**config.mk**
```make
export PLATFORM = sky130hd
export DESIGN_NAME = pipe_stage_reg
export DESIGN_NICKNAME = d
export VERILOG_FILES = /design/src/rtl/pipe_pkg.sv /design/src/rtl/sat_counter.sv /design/src/rtl/pipe_stage_reg.sv
export SDC_FILE = /design/constraint.sdc
export NUM_CORES = 1
export LEC_CHECK = 0
export BUFFER_PORTS_ARGS = -buffer_cell sky130_fd_sc_hd__buf_4
export CAP_MARGIN = 20
export CORE_AREA = 2 2 132 95
export DETAILED_ROUTE_END_ITERATION = 10
export DIE_AREA = 0 0 134 97
export PLACE_DENSITY_LB_ADDON = 0.05
export SETUP_SLACK_MARGIN = 0.2
export SYNTH_ARGS = -nofsm -noshare
export SYNTH_HDL_FRONTEND = slang
export SYNTH_SLANG_ARGS = --single-unit
```
**constraint.sdc**
```tcl
create_clock -name Clk -period 1.9 [get_ports Clk]
set_input_delay 0.38 -clock Clk [delete_from_list [all_inputs] [get_ports Clk]]
set_output_delay 0.38 -clock Clk [all_outputs]
set_load 0.01 [all_outputs]
```
**src/rtl/pipe_pkg.sv**
```systemverilog
// Shared pipeline definitions: per-stage payload widths, bubble encoding and
// the occupancy encoding of an elastic pipeline stage.
package pipe_pkg;

    // Default payload widths for each inter-stage register
    localparam int unsigned IF_ID_W    = 64;
    localparam int unsigned ID_EX_W    = 160;
    localparam int unsigned EX_MEM_W   = 112;
    localparam int unsigned MEM_WB_W   = 80;
    localparam int unsigned PERF_CNT_W = 16;

    // All-zero instruction word is decoded as a NOP, so bubbles are zero-filled
    localparam logic [31:0] NOP_INSTR = 32'h0000_0000;

    // Occupancy: bit 0 = main entry valid, bit 1 = skid entry valid.
    // 2'b10 (skid without main) is not a legal encoding.
    typedef enum logic [1:0] {
        EMPTY = 2'b00,
        ONE   = 2'b01,
        FULL  = 2'b11
    } occ_e;

endpackage

```
**src/rtl/sat_counter.sv**
```systemverilog
// Saturating up-counter with synchronous clear and a variable increment.
module sat_counter #(
    parameter int unsigned WIDTH = 16,
    parameter int unsigned AMT_W = 2
) (
    input  logic             Clk,
    input  logic             clr,
    input  logic             inc,
    input  logic [AMT_W-1:0] inc_amt,
    output logic [WIDTH-1:0] count
);

    logic [WIDTH:0] sum;

    // One extra bit catches the wrap so the count sticks at all-ones
    always_comb begin
        sum = {1'b0, count} + (WIDTH+1)'(inc_amt);
    end

    // Count register: clear wins over increment
    always_ff @(posedge Clk) begin
        if (clr) begin
            count <= '0;
        end else if (inc) begin
            count <= sum[WIDTH] ? '1 : sum[WIDTH-1:0];
        end
    end

endmodule

```
**src/rtl/pipe_stage_reg.sv**
```systemverilog
// Elastic pipeline register with valid/ready handshake, hazard stall,
// flush-to-bubble and a one-entry skid so in_ready comes from a flop.
// Optional performance counters are built when PIPE_PERF_CNT_EN is defined.
module pipe_stage_reg
    import pipe_pkg::*;
#(
    parameter int unsigned       DATA_W      = IF_ID_W,
    parameter logic [DATA_W-1:0] BUBBLE_DATA = DATA_W'(NOP_INSTR),
    parameter int unsigned       CNT_W       = PERF_CNT_W
) (
    input  logic              Clk,
    input  logic              Reset,
    input  logic              Stall,
    input  logic              Flush,
    input  logic              in_valid,
    output logic              in_ready,
    input  logic [DATA_W-1:0] in_data,
    output logic              out_valid,
    input  logic              out_ready,
    output logic [DATA_W-1:0] out_data
`ifdef PIPE_PERF_CNT_EN
    ,
    output logic [CNT_W-1:0]  stall_cnt,
    output logic [CNT_W-1:0]  flush_cnt
`endif
);

    // Reject degenerate widths at elaboration
    if (DATA_W < 1 || CNT_W < 1) begin : g_param_check
        $error("pipe_stage_reg: DATA_W and CNT_W must be at least 1");
    end

    occ_e              state_q;
    occ_e              state_n;
    logic [DATA_W-1:0] main_d;
    logic [DATA_W-1:0] main_d_n;
    logic [DATA_W-1:0] skid_d;
    logic [DATA_W-1:0] skid_d_n;
    logic              main_v;
    logic              skid_v;
    logic              in_fire;
    logic              out_fire;

    assign main_v   = state_q[0];
    assign skid_v   = state_q[1];
    assign in_fire  = in_valid & ~skid_v & ~Stall;
    assign out_fire = main_v & out_ready & ~Stall;

    // Occupancy state register
    always_ff @(posedge Clk) begin
        if (Reset) begin
            state_q <= EMPTY;
        end else begin
            state_q <= state_n;
        end
    end

    // Payload registers; reset reloads the bubble pattern
    always_ff @(posedge Clk) begin
        if (Reset) begin
            main_d <= BUBBLE_DATA;
            skid_d <= BUBBLE_DATA;
        end else begin
            main_d <= main_d_n;
            skid_d <= skid_d_n;
        end
    end

    // Next occupancy and payload: flush squashes everything, stall holds
    always_comb begin
        state_n  = state_q;
        main_d_n = main_d;
        skid_d_n = skid_d;
        if (Flush) begin
            state_n  = EMPTY;
            main_d_n = BUBBLE_DATA;
            skid_d_n = BUBBLE_DATA;
        end else if (!Stall) begin
            unique case (state_q)
                EMPTY: begin
                    if (in_fire) begin
                        state_n  = ONE;
                        main_d_n = in_data;
                    end
                end
                ONE: begin
                    if (in_fire && out_fire) begin
                        main_d_n = in_data;
                    end else if (in_fire) begin
                        state_n  = FULL;
                        skid_d_n = in_data;
                    end else if (out_fire) begin
                        state_n  = EMPTY;
                    end
                end
                FULL: begin
                    if (out_fire) begin
                        state_n  = ONE;
                        main_d_n = skid_d;
                    end
                end
                default: begin
                    state_n = EMPTY;
                end
            endcase
        end
    end

    // Handshake outputs come from state flops, masked while stalled
    always_comb begin
        in_ready  = ~skid_v & ~Stall;
        out_valid = main_v & ~Stall;
        out_data  = main_d;
    end

    // A skid entry must never exist without a main entry
    always_ff @(posedge Clk) begin
        if (!Reset) begin
            assert (!(skid_v && !main_v));
        end
    end

`ifdef PIPE_PERF_CNT_EN
    logic [1:0] squash_amt;

    // Number of live entries discarded by a flush
    always_comb begin
        squash_amt = {1'b0, main_v} + {1'b0, skid_v};
    end

    sat_counter #(
        .WIDTH (CNT_W),
        .AMT_W (2)
    ) u_stall_cnt (
        .Clk     (Clk),
        .clr     (Reset),
        .inc     (Stall & main_v),
        .inc_amt (2'd1),
        .count   (stall_cnt)
    );

    sat_counter #(
        .WIDTH (CNT_W),
        .AMT_W (2)
    ) u_flush_cnt (
        .Clk     (Clk),
        .clr     (Reset),
        .inc     (Flush),
        .inc_amt (squash_amt),
        .count   (flush_cnt)
    );
`endif

endmodule

```
### After elaboration in Yosys (flattened, before gate mapping)

Cells that the tools add are included.

* output and inout port bits: 66
* RAM bits: 0
* bits in latches: 0
* bits in read-only memories: 0
* memories kept: 0
* register bits: 130

* magnitude comparators: 0
* reduce and logical (&&, ||, !) cells: 7
* muxes and demuxes: 10
* eq/ne operators: 7
* bitwise operators: 9
* $add $sub $neg: 0
* multipliers: 0
* div/mod/pow operators: 0
* shifts and indexed selects: 0

Operators by type and width (count)
* 64-bit two-way mux: 3
* 64-bit one-hot mux with 3 select lines: 1
* 2-bit two-way mux: 5
* 5-bit AND reduction: 2
* 2-bit inequality test (second input constant): 4
* 1-bit AND: 6
* 2-bit one-hot mux with 3 select lines: 1
* 4-bit AND reduction: 1
* 3-bit inequality test (second input constant): 1
* 1-bit NOT: 3
* 3-bit nonzero test: 1
* 2-bit by 1-bit == test with 1-bit output (second input constant): 1
* 2-bit == test (second input constant): 1
* 2-bit zero test: 1
* 2-bit OR reduction: 1
* 1-bit logical AND: 1

### Longest topological paths before layout

* depth in word-level cells: 6
* mapped depth: 7
* depth with buffers taken out: 5

### Least setup slack after synthesis

No wires, ideal clock.

* path type: register to register
* from: register state_q[1]
* to: register main_d[20] (netlist: out_data[20])
* data required time: 1.782 ns
* stages on the path, launching flop included: 7
* slack: 0.199 ns
* path buffers: 2
* arrival: 1.583 ns
* cells stage by stage: dfxtp_1 > ha_1 > clkbuf_1 > buf_2 > mux2_2 > nand2_1 > mux2i_1

* longest elaborated chain between the ends: 6

RTL lines
* start, declared: RTL line pipe_stage_reg.sv:33 `occ_e state_q;`
* start signal, assigned: RTL line pipe_stage_reg.sv:54 `state_q <= state_n;`
* 1-bit NOT: RTL line pipe_stage_reg.sv:46 `assign in_fire = in_valid & ~skid_v & ~Stall;`
* 1-bit AND (2 in series): RTL line pipe_stage_reg.sv:46
* 1-bit logical AND: RTL line pipe_stage_reg.sv:87 `if (in_fire && out_fire) begin`
* 2-bit inequality test (no line)
* 5-bit AND reduction (no line)
* end signal, assigned: RTL line pipe_stage_reg.sv:64 `main_d <= main_d_n;`
* end, declared: RTL line pipe_stage_reg.sv:35 `logic [DATA_W-1:0] main_d;`

Several ways; a longest one is shown, not always the timed one.
A chain may end at the register's enable or synchronous reset.

### Final worst setup path

* from: register state_q[0]
* to: register main_d[52] (netlist: out_data[52])

* longest elaborated chain between the ends: 5

RTL lines
* 1-bit AND (2 in series): RTL line pipe_stage_reg.sv:47 `assign out_fire = main_v & out_ready & ~Stall;`
* 1-bit logical AND: RTL line pipe_stage_reg.sv:87
* 2-bit inequality test (no line)
* 5-bit AND reduction (no line)

Several ways; a longest one is shown, not always the timed one.

==> results.md <==
- CP max stage cell: dfxtp_4
- Pwr/cell area: approximately 920 nW/µm²
- Hold Path Sink: skid_d[13]$_SDFFE_PP0P_
- WL final: 14700 µm
- Layout area overhead: 35.8%
- I/O Buffers: approximately 140
- Iter 0 DRT Violations: between 200 and 250
- TNS Setup: 0 ns
- Worst Path Buf+Inv: 3
- Hold path depth: 3
- Fin crit period: about 1.7 ns
- Seq/Total Area, Yosys: approximately 45%
- RSZ-0062 raised after global routing: true
- Net count after synthesis: approximately 730
- GRT Util Overall: a little over a fifth
- Largest net degree at the start of global routing: between 60 and 70
- Most frequent cells in the layout: 258 x nand2_1, 142 x buf_4, 128 x dfxtp_1
- Area of the multi-input gates: 2910 µm²
- Hold Crit Start: in_data[13]
- Crit Path Category: register to register
- Die area: 13000 µm²
- Total global routing overflow: 0
- Most used cell along the critical path: clkbuf_16
- Antenna Nets Post-Route: 0
- Dpl ws: approximately 0.075 ns
- Min-delay worst type: input port to register
- Placed cell areas: slightly below 7000 µm²
- Clock transition at path regs: approximately 0.06 ns
- Commonest non-fill, non-tap cell in the layout: nand2_1
- Final instance area: between 7000 and 8000 µm²
- Initial core utilization: around half
- Cell Chain, Critical Path: nand2_1, o41ai_2, buf_4, nand3_4, clkbuf_16, clkbuf_16, mux2i_1
- Clk sinks: 130
- CTS Hold Bufs: 0
- Fmax achieved: slightly below 600 MHz
- Clock skew: around 0.0060 ns
- Die Wd: 134 µm
- CP arrival: roughly 2.0 ns
- Core footprint: ~12000 µm²
- Leak pwr: 3.29 nW
- Routed WL per cell: between 15 and 20 µm
- Initial antenna violation count: 0
- Worst r2r src: state_q[0]$_SDFFE_PP0P_
- First-pass GRT wire length: 22100 µm
- Clock root buffer: clkbuf_16
- Drt drc: 0
- Clock buffer depth: 2
- # setup viols final: 0
- CTS Buf Count: 17
- Drt pass-1 iters: 4
- Syn Area/Cell: around 8.8 µm²
- Max-Cap Viols: 0
- CTS tree: yes
- Critical Path Start Type: register
- Slew @ Worst Pin: around 0.45 ns
- Max-slew violation count: 0
- Largest stage delay on the critical path: 0.37 ns
- Ant. Diodes: 0
- Synthesized cell area: between 5000 and 6000 µm²
- R2R depth: 7
- Final hold vios: 0
- Number of fill cells: slightly above 900
- Share of cells above drive strength 1: between 30% and 40%
- Kind of end point of the critical path: register
- Crit path required time: 2.19 ns
- Setup ws final: ~0.19 ns
- Critical Path Fanout Max: 6
- Register bit total from synthesis: 130
- Worst slew margin: 70.3%
- Skew-Pair Late Insertion Delay: about 0.41 ns
- Vias per std cell: around 5.1
- Delay-heaviest family, CP: buffers and inverters
- Syn Inst Count: 655
- Number of unique standard cell types used by synthesis: 25
- Reg area: between 2000 and 3000 µm²
- FP Rows: 33
- Final worst-path cycle share: about nine tenths
- Status: completed
- Post-DP HPWL: between 9000 and 10000 µm
- Synth warnings: 0
- Peak VDD IR: roughly 0.66 mV
- Placer congestion estimate: about 0.8
- R2R setup slack: around 0.19 ns
- Boundary pin count: approximately 140
- H-tree levels: 4
- RR Endpoint: out_data[52]$_SDFFE_PP0P_
- Vias in the first global route: 4802
- Chip height: between 90 and 100 µm
- Final-stage net count: 860
- Vias post-DR: a little under 5000
==> stage by stage <==
step                      util (%)  cells  hold WS, ns  total power (W)
after detailed placement      59.4    913        0.445          0.00349
after global placement        59.4    913        0.437          0.00348
final                         67.4    956        0.219          0.00716
after global routing          67.4    956        0.213          0.00739
after floorplan                  -    655        0.433          0.00325
after CTS                     65.2    945        0.208          0.00710
==> kinds of logic after synthesis <==
kind of cell	synth area share, %
and+or+nand+nor	17.9
DFF	45.2
muxes	23.8
AOI/OAI and AO/OA	6.61
buffers and inverters	5.43
adders and majority gates	0.869
xor gates and xnor gates	0.152
==> cell type report <==
cell class              instances  area share [%]
multi-input cells             474            37.2
clock buffers                  19            5.79
clock inverters                13            2.66
repair buffers                160            18.3
flip-flops and latches        130            33.4
inverters                       3           0.176
well taps                     157            2.51
==> cell usage after synthesis, drive strengths merged <==
cell type  count  area, µm²
nand2b         2       12.5
mux2          64        721
o21a           1       7.51
clkbuf        28        105
ha             4       50.1
and2b          1       7.51
and4           1       8.76
a21boi         1       7.51
nand4          1       6.26
or2            1       6.26
a221oi         1       15.0
nand2        258        968
a211o          1       8.76
nor2           3       11.3
xnor2          1       8.76
o41ai          1       8.76
mux2i         65        651
o31ai          1       7.51
buf           20        196
a21oi         65        325
nand3          2       10.0
dfxtp        130       2600
inv            3       11.3
==> how the worst max path moves through the flow <==
stage,from,endpoint,slack [ns],cells after the start
4_1_cts,state_q[0]$_SDFFE_PP0P_,out_data[8]$_SDFFE_PP0P_,0.19,6
5_1_grt,state_q[0]$_SDFFE_PP0P_,out_data[2]$_SDFFE_PP0P_,0.11,7
3_5_place_dp,state_q[0]$_SDFFE_PP0P_,out_data[44]$_SDFFE_PP0P_,0.07,6
6_report,state_q[0]$_SDFFE_PP0P_,out_data[52]$_SDFFE_PP0P_,0.19,7
3_3_place_gp,state_q[1]$_SDFFE_PP0P_,out_data[8]$_SDFFE_PP0P_,0.19,6
2_1_floorplan,state_q[1]$_SDFFE_PP0P_,out_data[0]$_SDFFE_PP0P_,0.30,7
==> where the power goes <==
| group | switching [W] | total [W] | internal, W |
|---|---|---|---|
| clock | 0.00121 | 0.00360 | 0.00240 |
| sequential | 0.0000285 | 0.00280 | 0.00277 |
| combinational | 0.000349 | 0.000753 | 0.000404 |
==> worst min-delay path: cells and delay by family <==
kind | cells | cell delay (ns)
buffers and inverters | 1 | 0.11
AOI/OAI and AO/OA | 1 | 0.05
and+or+nand+nor | 1 | 0.04
==> flip-flops by register name (all words and copies together) (netlist names) <==
name / count
out_data: 64
skid_d: 64
state_q: 2
==> layer usage <==
layer | global-route usage (%) | up-vias | share of wire, %
li1 | - | 2418 | -
met1 | 24.8 | 2347 | 45
met2 | 36.2 | 110 | 49
met3 | 6.50 | 12 | 5.1
met4 | 7.77 | 0 | 0.98
met5 | 0 | - | 0
==> what timing repair did <==
| item | in CTS | in global routing |
|---|---|---|
| setup buffers | 0 | 2 |
| pin swaps | 0 | 2 |
| cloned | 0 | 9 |
| endpoints found under the setup margin | 66 | 80 |
| resized for setup | 3 | 14 |
Note: power is estimated with default switching activity, not from simulation.
